`src/rtl/vdp_pkg.sv`:
```
// Shared constants and types for the VDP colour path: CRAM geometry, RGB width,
// sprite palette select bit and the default active/Game Gear window geometry.
package vdp_pkg;
    localparam int CRAM_ENTRIES    = 32;
    localparam int CRAM_IDX_W      = 5;
    localparam int RGB_W           = 12;
    localparam int SPR_PALETTE_BIT = 4;

    localparam int ACTIVE_W = 256;
    localparam int ACTIVE_H = 192;
    localparam int GG_X0    = 48;
    localparam int GG_Y0    = 24;
    localparam int GG_W     = 160;
    localparam int GG_H     = 144;

    typedef logic [RGB_W-1:0]      rgb12_t;
    typedef logic [CRAM_IDX_W-1:0] cram_idx_t;
endpackage

```
`src/rtl/vdp_color_mixer_if.sv`:
```
// Pixel, CPU CRAM and video output signals of vdp_color_mixer.
// VDP_CRAM_READBACK_EN adds the CPU CRAM readback port.
interface vdp_color_mixer_if;
    import vdp_pkg::*;

    logic [9:0]          pixel_x;
    logic [9:0]          pixel_y;
    logic [CRAM_IDX_W:0] bg_color;
    logic                bg_priority;
    logic [3:0]          spr_color;
    logic [3:0]          backdrop_color;
    logic                cram_we;
    logic [CRAM_IDX_W:0] cram_addr;
    logic [7:0]          cram_wdata;
    logic [3:0]          red;
    logic [3:0]          green;
    logic [3:0]          blue;
    logic                pixel_valid;
`ifdef VDP_CRAM_READBACK_EN
    logic                cram_re;
    logic [CRAM_IDX_W:0] cram_raddr;
    logic [7:0]          cram_rdata;

    modport master (
        output pixel_x, pixel_y, bg_color, bg_priority, spr_color, backdrop_color,
        output cram_we, cram_addr, cram_wdata, cram_re, cram_raddr,
        input  red, green, blue, pixel_valid, cram_rdata
    );
    modport slave (
        input  pixel_x, pixel_y, bg_color, bg_priority, spr_color, backdrop_color,
        input  cram_we, cram_addr, cram_wdata, cram_re, cram_raddr,
        output red, green, blue, pixel_valid, cram_rdata
    );
`else
    modport master (
        output pixel_x, pixel_y, bg_color, bg_priority, spr_color, backdrop_color,
        output cram_we, cram_addr, cram_wdata,
        input  red, green, blue, pixel_valid
    );
    modport slave (
        input  pixel_x, pixel_y, bg_color, bg_priority, spr_color, backdrop_color,
        input  cram_we, cram_addr, cram_wdata,
        output red, green, blue, pixel_valid
    );
`endif
endinterface

```
`src/rtl/vdp_cram.sv`:
```
// Colour RAM: 32 x 12-bit {B,G,R} entries, CPU even/odd byte latch, pixel read port.
// VDP_CRAM_READBACK_EN adds a registered CPU byte readback port.
module vdp_cram
    import vdp_pkg::*;
(
    input  logic                clk,
    input  logic                rst_n,
    input  logic                cram_we,
    input  logic [CRAM_IDX_W:0] cram_addr,
    input  logic [7:0]          cram_wdata,
    input  cram_idx_t           rd_idx,
    output rgb12_t              rd_rgb
`ifdef VDP_CRAM_READBACK_EN
    ,
    input  logic                cram_re,
    input  logic [CRAM_IDX_W:0] cram_raddr,
    output logic [7:0]          cram_rdata
`endif
);
    rgb12_t     mem [CRAM_ENTRIES];
    logic [7:0] latch;

    // Even byte only loads the latch; the odd byte commits {B, latched G/R}.
    always_ff @(posedge clk or negedge rst_n) begin
        if (!rst_n) begin
            latch <= '0;
            for (int i = 0; i < CRAM_ENTRIES; i++) begin
                mem[i] <= '0;
            end
        end else if (cram_we) begin
            if (cram_addr[0]) begin
                mem[cram_addr[CRAM_IDX_W:1]] <= {cram_wdata[3:0], latch};
            end else begin
                latch <= cram_wdata;
            end
        end
    end

    // Combinational read; the caller registers it, so a same-edge write is not seen.
    assign rd_rgb = mem[rd_idx];

`ifdef VDP_CRAM_READBACK_EN
    rgb12_t rb_word;
    assign rb_word = mem[cram_raddr[CRAM_IDX_W:1]];

    always_ff @(posedge clk or negedge rst_n) begin
        if (!rst_n) begin
            cram_rdata <= '0;
        end else if (cram_re) begin
            cram_rdata <= cram_raddr[0] ? {4'h0, rb_word[11:8]} : rb_word[7:0];
        end
    end
`endif
endmodule

```
`src/rtl/vdp_color_mixer.sv`:
```
// Background/sprite priority mix, window classification and CRAM lookup, 2-clock latency.
// VDP_CRAM_READBACK_EN exposes the CRAM readback port through the bus interface.
module vdp_color_mixer #(
    parameter int ACTIVE_W = vdp_pkg::ACTIVE_W,
    parameter int ACTIVE_H = vdp_pkg::ACTIVE_H,
    parameter int GG_X0    = vdp_pkg::GG_X0,
    parameter int GG_Y0    = vdp_pkg::GG_Y0,
    parameter int GG_W     = vdp_pkg::GG_W,
    parameter int GG_H     = vdp_pkg::GG_H
) (
    input logic               clk,
    input logic               rst_n,
    vdp_color_mixer_if.slave  bus
);
    import vdp_pkg::*;

    localparam logic [9:0] X_ACT = 10'(ACTIVE_W);
    localparam logic [9:0] Y_ACT = 10'(ACTIVE_H);
    localparam logic [9:0] GX_LO = 10'(GG_X0);
    localparam logic [9:0] GX_HI = 10'(GG_X0 + GG_W - 1);
    localparam logic [9:0] GY_LO = 10'(GG_Y0);
    localparam logic [9:0] GY_HI = 10'(GG_Y0 + GG_H - 1);
    localparam cram_idx_t  UPPER_PAL = cram_idx_t'(1 << SPR_PALETTE_BIT);

    cram_idx_t bg_idx;
    logic      bg_opaque;
    logic      in_active_d, in_gg_d;
    cram_idx_t sel_d, sel_q;
    logic      in_active_q, in_gg_q;
    rgb12_t    rd_rgb, rgb_q;
    logic      valid_q;
    logic      unused_bg_lsb;

    assign unused_bg_lsb = bus.bg_color[0];

    always_comb begin
        bg_idx      = bus.bg_color[CRAM_IDX_W:1];
        bg_opaque   = |bg_idx[3:0];
        in_active_d = (bus.pixel_x < X_ACT) && (bus.pixel_y < Y_ACT);
        in_gg_d     = (bus.pixel_x >= GX_LO) && (bus.pixel_x <= GX_HI) &&
                      (bus.pixel_y >= GY_LO) && (bus.pixel_y <= GY_HI);
        // Active area outside the Game Gear window shows the backdrop colour.
        if (in_active_d && !in_gg_d) begin
            sel_d = UPPER_PAL | cram_idx_t'(bus.backdrop_color);
        end else if ((bus.spr_color != 4'h0) && !(bus.bg_priority && bg_opaque)) begin
            sel_d = UPPER_PAL | cram_idx_t'(bus.spr_color);
        end else begin
            sel_d = bg_idx;
        end
    end

    always_ff @(posedge clk or negedge rst_n) begin
        if (!rst_n) begin
            sel_q       <= '0;
            in_active_q <= 1'b0;
            in_gg_q     <= 1'b0;
            rgb_q       <= '0;
            valid_q     <= 1'b0;
        end else begin
            sel_q       <= sel_d;
            in_active_q <= in_active_d;
            in_gg_q     <= in_gg_d;
            rgb_q       <= in_active_q ? rd_rgb : '0;
            valid_q     <= in_gg_q;
        end
    end

    vdp_cram u_cram (
        .clk        (clk),
        .rst_n      (rst_n),
        .cram_we    (bus.cram_we),
        .cram_addr  (bus.cram_addr),
        .cram_wdata (bus.cram_wdata),
        .rd_idx     (sel_q),
        .rd_rgb     (rd_rgb)
`ifdef VDP_CRAM_READBACK_EN
        ,
        .cram_re    (bus.cram_re),
        .cram_raddr (bus.cram_raddr),
        .cram_rdata (bus.cram_rdata)
`endif
    );

    assign bus.red         = rgb_q[3:0];
    assign bus.green       = rgb_q[7:4];
    assign bus.blue        = rgb_q[11:8];
    assign bus.pixel_valid = valid_q;
endmodule

```
`src/flat_wrapper.sv`:
```
// flat-port wrapper written by rule: the top's interface ports become plain ports
module vdp_color_mixer_flat import vdp_pkg::*;
#(
    parameter int ACTIVE_W = vdp_pkg::ACTIVE_W,
    parameter int ACTIVE_H = vdp_pkg::ACTIVE_H,
    parameter int GG_X0    = vdp_pkg::GG_X0,
    parameter int GG_Y0    = vdp_pkg::GG_Y0,
    parameter int GG_W     = vdp_pkg::GG_W,
    parameter int GG_H     = vdp_pkg::GG_H
)
  (clk, rst_n, bus_pixel_x, bus_pixel_y, bus_bg_color, bus_bg_priority, bus_spr_color, bus_backdrop_color, bus_cram_we, bus_cram_addr, bus_cram_wdata, bus_red, bus_green, bus_blue, bus_pixel_valid);
  vdp_color_mixer_if bus_i ();
  input logic clk;
  input logic rst_n;
  input wire logic [$bits(bus_i.pixel_x)-1:0] bus_pixel_x;
  input wire logic [$bits(bus_i.pixel_y)-1:0] bus_pixel_y;
  input wire logic [$bits(bus_i.bg_color)-1:0] bus_bg_color;
  input wire logic [$bits(bus_i.bg_priority)-1:0] bus_bg_priority;
  input wire logic [$bits(bus_i.spr_color)-1:0] bus_spr_color;
  input wire logic [$bits(bus_i.backdrop_color)-1:0] bus_backdrop_color;
  input wire logic [$bits(bus_i.cram_we)-1:0] bus_cram_we;
  input wire logic [$bits(bus_i.cram_addr)-1:0] bus_cram_addr;
  input wire logic [$bits(bus_i.cram_wdata)-1:0] bus_cram_wdata;
  output wire logic [$bits(bus_i.red)-1:0] bus_red;
  output wire logic [$bits(bus_i.green)-1:0] bus_green;
  output wire logic [$bits(bus_i.blue)-1:0] bus_blue;
  output wire logic [$bits(bus_i.pixel_valid)-1:0] bus_pixel_valid;
  assign bus_i.pixel_x = bus_pixel_x;
  assign bus_i.pixel_y = bus_pixel_y;
  assign bus_i.bg_color = bus_bg_color;
  assign bus_i.bg_priority = bus_bg_priority;
  assign bus_i.spr_color = bus_spr_color;
  assign bus_i.backdrop_color = bus_backdrop_color;
  assign bus_i.cram_we = bus_cram_we;
  assign bus_i.cram_addr = bus_cram_addr;
  assign bus_i.cram_wdata = bus_cram_wdata;
  assign bus_red = bus_i.red;
  assign bus_green = bus_i.green;
  assign bus_blue = bus_i.blue;
  assign bus_pixel_valid = bus_i.pixel_valid;
  vdp_color_mixer #(.ACTIVE_W(ACTIVE_W), .ACTIVE_H(ACTIVE_H), .GG_X0(GG_X0), .GG_Y0(GG_Y0), .GG_W(GG_W), .GG_H(GG_H)) u_core (.clk(clk), .rst_n(rst_n), .bus(bus_i));
endmodule
```
`config.mk`:
```
export PLATFORM = sky130hd
export DESIGN_NAME = vdp_color_mixer_flat
export DESIGN_NICKNAME = d
export VERILOG_FILES = /design/src/rtl/vdp_pkg.sv /design/src/rtl/vdp_color_mixer_if.sv /design/src/rtl/vdp_cram.sv /design/src/rtl/vdp_color_mixer.sv /design/src/flat_wrapper.sv
export SDC_FILE = /design/constraint.sdc
export NUM_CORES = 1
export LEC_CHECK = 0
export ABC_AREA = 1
export CAP_MARGIN = 20
export CORE_ASPECT_RATIO = 1.25
export CORE_UTILIZATION = 47
export CTS_CLUSTER_SIZE = 20
export DETAILED_ROUTE_END_ITERATION = 6
export PLACE_DENSITY_LB_ADDON = 0.1
export SLEW_MARGIN = 20
export SYNTH_ARGS = -nofsm -noshare
export SYNTH_HDL_FRONTEND = slang
export SYNTH_SLANG_ARGS = --single-unit
```
`constraint.sdc`:
```
create_clock -name clk -period 3.2 [get_ports clk]
set_clock_uncertainty 0.1 [all_clocks]
set_input_delay 0.32 -clock clk [delete_from_list [all_inputs] [get_ports clk]]
set_output_delay 0.32 -clock clk [all_outputs]
set_load 0.1 [all_outputs]
```
==> flow_summary.yaml, run 1 <==
status:
  outcome: "complete, but fails checks"
  violations: "DRC"
sta:
  relSlewSlack_pct: 28.0
  rsz0062_at_grt: "no"
  fin_crit_sh_pct: 81.6
  hold_viol_final: 0
  max_freq_mhz: 383
  slew_violations: 0
  min_period_ns: 2.61
  tns_ns: 0
  setup_viol: 0
  tightest_slew_ns: 1.08
cts:
  max-clock-path-buffers: 3
  worstSkewPairLatency_ns: 0.57
  post_cts_buffers: 0
  postCtsHoldBufs: 1
  cts_root_buffer: "clkbuf_16"
  htreeDepth: 2
  cts_sinks: 412
  cts_resized: 0
  cts_buffers: 44
  clkTransAtPathRegs_ns: 0.06
  cts_tree: "yes"
yosys:
  netlist_instances: 2335
  syn_area_mm2: 0.0185
  async_flop_share_pct: 100
  ys_top_cells_by_area: "dfrtp_1 56%, nand2_1 19%, o21ai_0 11%"
  ys_seq_area_share_pct: 55.8
  synth_cell_types: 17
  synth_seq_cells: 412
  syn_avg_cell_area_um2: 7.92
  synth_ff_type: "dfrtp_1"
  synth_top_area_share_pct: 55.8
  synth.most_common_cell: "nand2_1"
  synth_top_cell_by_area: "dfrtp_1"
  yosys-top-cells-count: "914 x nand2_1, 415 x o21ai_0, 412 x dfrtp_1, 261 x nand3_1, 129 x clkbuf_1"
  synth_edf_count: 0
  synth_fp_nets: 2387
  synth_warnings: 0
power_and_ir_drop:
  pwr-share-comb_pct: 15.2
  power_density_mw_per_mm2: 647
  pwr-share-clk_pct: 38.7
  seqPwrFrac_pct: 46.1
  irDropWorstVdd_uv: 491
  leakagePower_nw: 9.85
  intPower_mw: 9.88
  swShare_pct: 28.0
  p_switching_mw: 3.84
global_route:
  grt_pass1_wl_mm: 82.3
  gr-usage-all-layers_pct: 26.8
  first_global_vias: 14904
  overflow: 0
  antenna_found_initial: 1
  grt_max_degree: 103
route:
  first_pass_iters: 7
  route.vias.total: 15519
  drc: 2
  drt-total-wl_mm: 51.6
  first_iter_violations: 1411
  vias_per_cell: 5.42
  wl_per_cell_um: 18.0
  ant_nets: 0
die:
  dieWidth_um: 179
  ios: 65
  start_util_pct: 48.1
  die_y_um: 224
  row_count: 80
  dieArea_mm2: 0.0401
  core_area_mm2: 0.0384
worst_setup_path:
  worst-path-max-fanout: 22
  crit_arrival_ns: 2.95
  start_kind: "flip-flop"
  crit_type: "flip-flop to flip-flop"
  rr_worst_depth: 9
  worstPathRequired_ns: 3.54
  end_kind: "flip-flop"
place:
  hpwl_mm: 30.6
  portBuffers: 56
  dp_cells: 2780
  gp_congestion: 0.802
min_path:
  min_path_type: "primary input to flip-flop"
  hold_path_depth: 2
layout:
  layout-drive-gt1-share_pct: 6.88
  fillCellCount: 3683
  nNetsFinal: 2388
  layout.cells.non_filler: 2863
  area_growth_pct: 14.7
run:
  cap_violations: 0
[registers in the layout, summed over array words and instances (netlist names)]
signal and count:
u_core.sel_q 5, u_core.in_active_q 1, u_core.rgb_q 12, u_core.u_cram.mem 384, u_core.in_gg_q 1, u_core.bus.pixel_valid 1, u_core.u_cram.latch 8
[placed cells by master (no fill, tap or decap), drive strengths merged]
cell,netlist,layout
nand3,261,261
nor3,12,12
clkinvlp,0,1
nand3b,1,1
buf,52,80
nor2,93,93
clkdlybuf4s50,0,55
clkinv,0,10
dfrtp,412,412
a21oi,7,7
o2bb2ai,1,1
clkbuf,129,66
nand2,914,914
diode,0,1
inv,27,26
bufinv,0,4
dlygate4sd3,0,1
and2,1,1
o21ai,425,425
[path summary, 6_finish.rpt]
check | from | endpoint | slack (ns)
worst min register to register | u_core.in_gg_q | u_core.bus.pixel_valid | 0.26
worst max register to register | u_core.sel_q[1] | u_core.rgb_q[1] | 0.59
worst max-delay path | u_core.sel_q[1] | u_core.rgb_q[1] | 0.59
worst min-delay path | bus_bg_color[5] | u_core.sel_q[4] | 0.22
min in group asynchronous | rst_n | u_core.u_cram.mem[164] | 0.34
max in group asynchronous | rst_n | u_core.u_cram.mem[366] | 1.76
[per-layer routing]
layer / GRT usage [%] / vias up / share of wire, %
li1: - / 7590 / -
met5: 0 / - / 0
met3: 3.38 / 66 / 4.4
met1: 37.5 / 7488 / 46
met4: 8.02 / 0 / 2.4
met2: 43.4 / 375 / 47
[critical path: stages (launching register included)]
cell	delay, ns
dfrtp_4	0.65
clkinv_2	0.45
buf_4	0.37
nand3_1	0.11
nand3_1	0.12
nand2_1	0.17
nand2_1	0.07
nand3_1	0.09
nand2_1	0.06
nor2_1	0.29
[cell type report]
cell class | instances | area [µm²] | area share [%]
sequential | 412 | 10300 | 48.7
clock buffer | 66 | 1340 | 6.30
timing repair buffer | 136 | 1280 | 6.02
inverter | 27 | 108 | 0.508
clock inverter | 14 | 191 | 0.903
antenna | 1 | 2.50 | 0.0118
multi-input combinational | 1715 | 7350 | 34.7
tap | 492 | 616 | 2.90
[logic make-up (layout without fill, tap and decap cells)]
group / after synthesis / count (layout) / share of synthesized area, %
buffers and inverters: 208 / 243 / 4.45
AO/OA/AOI/OAI: 433 / 433 / 11.7
other: 0 / 1 / 0
flip-flops: 412 / 412 / 55.8
AND/OR/NAND/NOR: 1282 / 1282 / 28.0
[power groups by stage]
| stage | logic (mW) | registers [mW] | clock network, mW |
|---|---|---|---|
| after detailed placement | 2.10 | 6.40 | 0 |
| after floorplan | 1.40 | 6.30 | 0 |
| final | 2.09 | 6.32 | 5.31 |
| after CTS | 2.11 | 6.31 | 5.41 |
| after global routing | 2.41 | 6.41 | 5.61 |
| after global placement | 2.05 | 6.37 | 0 |
[metrics by stage]
step                      setup WS [ns]  power (mW)  util, %  hold slack [ns]  area, µm²
after floorplan                    1.64        7.70        -          -0.0756      18500
after global placement            0.614        8.43     51.1            0.240      19600
after detailed placement          0.600        8.50     51.1            0.238      19600
after CTS                         0.606        13.8     55.1            0.208      21200
after global routing              0.467        14.4     55.2            0.236      21200
final                             0.587        13.7     55.2            0.221      21200
No activity file was read; power rests on OpenSTA's default activity.
==> run 2: changes to the inputs <==
==> constraint.sdc (replaced) <==
create_clock -name clk -period 2.6 [get_ports clk]
set_clock_uncertainty 0.1 [all_clocks]
set_input_delay 0.26 -clock clk [delete_from_list [all_inputs] [get_ports clk]]
set_output_delay 0.26 -clock clk [all_outputs]
set_load 0.1 [all_outputs]
==> flow_summary.yaml, run 2 (synthesis results as in run 1) <==
cts:
  htreeDepth: 2
  cts_root_buffer: "clkbuf_16"
  cts_buffers: 44
  cts_tree: "yes"
  worstSkewPairLatency_ns: 0.58
  post_cts_buffers: 0
  cts_sinks: 412
  max-clock-path-buffers: 3
  clkTransAtPathRegs_ns: 0.06
layout:
  layout-drive-gt1-share_pct: 7.33
  nNetsFinal: 2400
  fillCellCount: 3696
  largest_reg_flops: 384
  largestRegisters: "u_core.u_cram.mem x384, u_core.rgb_q x12, u_core.u_cram.latch x8"
  area_growth_pct: 14.6
  top_register: "u_core.u_cram.mem"
  layout_commonest_cell: "nand2_1"
  layout_common_cells: "914 x nand2_1, 415 x o21ai_0, 409 x dfrtp_1"
  final_area_mm2: 0.0212
  antenna_cells: 0
place:
  portBuffers: 56
  gp_congestion: 0.831
  hpwl_mm: 30.0
  placement.cell_area_mm2: 0.0198
worst_setup_path:
  crit_arrival_ns: 2.54
  slowest_delay_ns: 0.43
  crit_family: "simple AND/OR/NAND/NOR gates"
  crit_type: "flip-flop to flip-flop"
  end_kind: "flip-flop"
  start_kind: "flip-flop"
  path_cells: "clkinv_2 -> buf_4 -> nand3_1 -> nand3_1 -> nand2_1 -> nand2_1 -> nand3_1 -> nand2_1 -> nor2_1"
  worst-path-max-fanout: 15
  worst-path-buf-inv: 2
  worstPathRequired_ns: 2.96
  reg2reg_slack_ns: 0.42
  cp_slowest_cell: "dfrtp_4"
die:
  dieArea_mm2: 0.0401
  dieWidth_um: 179
  die_y_um: 224
  ios: 65
  start_util_pct: 48.1
  core_area_mm2: 0.0384
  row_count: 80
sta:
  relSlewSlack_pct: 52.7
  tightest_slew_ns: 0.709
  fin_crit_sh_pct: 83.8
  min_period_ns: 2.18
  tns_ns: 0
  slew_violations: 0
  hold_viol_final: 0
  rsz0062_at_grt: "no"
  max_freq_mhz: 459
  setup_viol: 0
global_route:
  grt_max_degree: 104
  first_global_vias: 14937
  overflow: 0
  grt_pass1_wl_mm: 82.5
  gr-usage-all-layers_pct: 26.8
  antenna_found_initial: 0
status:
  outcome: "complete, but fails checks"
  violations: "DRC"
route:
  drt-total-wl_mm: 51.6
  route.vias.total: 15649
  first_pass_iters: 7
  first_iter_violations: 1448
  ant_nets: 0
  wl_per_cell_um: 18.0
  vias_per_cell: 5.46
  drc: 2
power_and_ir_drop:
  irDropWorstVdd_uv: 583
  pwr-share-comb_pct: 16.1
  intPower_mw: 11.7
  swShare_pct: 28.7
  seqPwrFrac_pct: 47.2
  finalPower_mw: 16.4
  leakagePower_nw: 9.89
  p_switching_mw: 4.72
  pwr-share-clk_pct: 36.7
  power_density_mw_per_mm2: 776
min_path:
  min_path_type: "primary input to async pin"
run:
  cap_violations: 0
run 2: cell types whose count changed in the layout (fill, tap and decap cells not counted), sizes merged:
| cell | before | now |
|---|---|---|
| buf | 80 | 105 |
| bufinv | 4 | 2 |
| clkbuf | 66 | 62 |
| clkdlybuf4s50 | 55 | 42 |
| clkinv | 10 | 6 |
| clkinvlp | 1 | 0 |
| diode | 1 | 0 |
| inv | 26 | 29 |
run 2: layer usage:
metal  part of all wire [%]  track usage [%]  up-vias
met1                     44             36.7     7545
met3                    5.4             4.45       80
met2                     48             42.9      415
met4                    3.0             9.35        0
li1                       -                -     7609
met5                      0                0        -
run 2: area by class of cell:
class                           count  area [µm²]  share of cell area [%]
Timing Repair Buffer              148        1450                    6.85
Clock inverter                     10         115                   0.543
Multi-Input combinational cell   1715        7350                    34.7
Clock buffer                       62        1230                    5.80
Sequential cell                   412       10300                    48.7
Tap cell                          492         616                    2.91
Inverter                           27         108                   0.508
run 2: metrics by stage:
stage,hold slack (ns),instances,util (%),worst slack [ns]
6_report,0.104,2866,55.1,0.420
5_1_grt,0.149,2866,55.1,0.324
4_1_cts,0.104,2866,55.1,0.420
3_5_place_dp,0.132,2793,51.6,0.382
3_3_place_gp,0.133,2793,51.6,0.404
2_1_floorplan,-0.136,2335,-,1.04
run 2: power groups by stage:
stage               logic, mW  clock network (mW)  registers [mW]
finish                   2.65                6.04            7.76
detailed placement       2.67                   0            7.85
CTS                      2.68                6.18            7.75
floorplan                1.72                   0            7.76
global placement         2.61                   0            7.82
global route             3.03                6.42            7.85
run 2: worst paths after layout:
check,startpoint,endpoint,depth (start not counted)
max in group asynchronous,rst_n,u_core.sel_q[1],4
hold reg to reg,u_core.in_gg_q,u_core.bus.pixel_valid,0
setup / recovery,u_core.sel_q[1],u_core.rgb_q[3],9
min in group clk,bus_backdrop_color[1],u_core.sel_q[1],3
setup reg to reg,u_core.sel_q[1],u_core.rgb_q[3],9
hold / removal,rst_n,u_core.u_cram.mem[344],2
run 2: repair_timing:
action	in CTS	in global routing
hold buffers	1	0
gates resized for setup	0	0
endpoints found under the hold margin	166	0
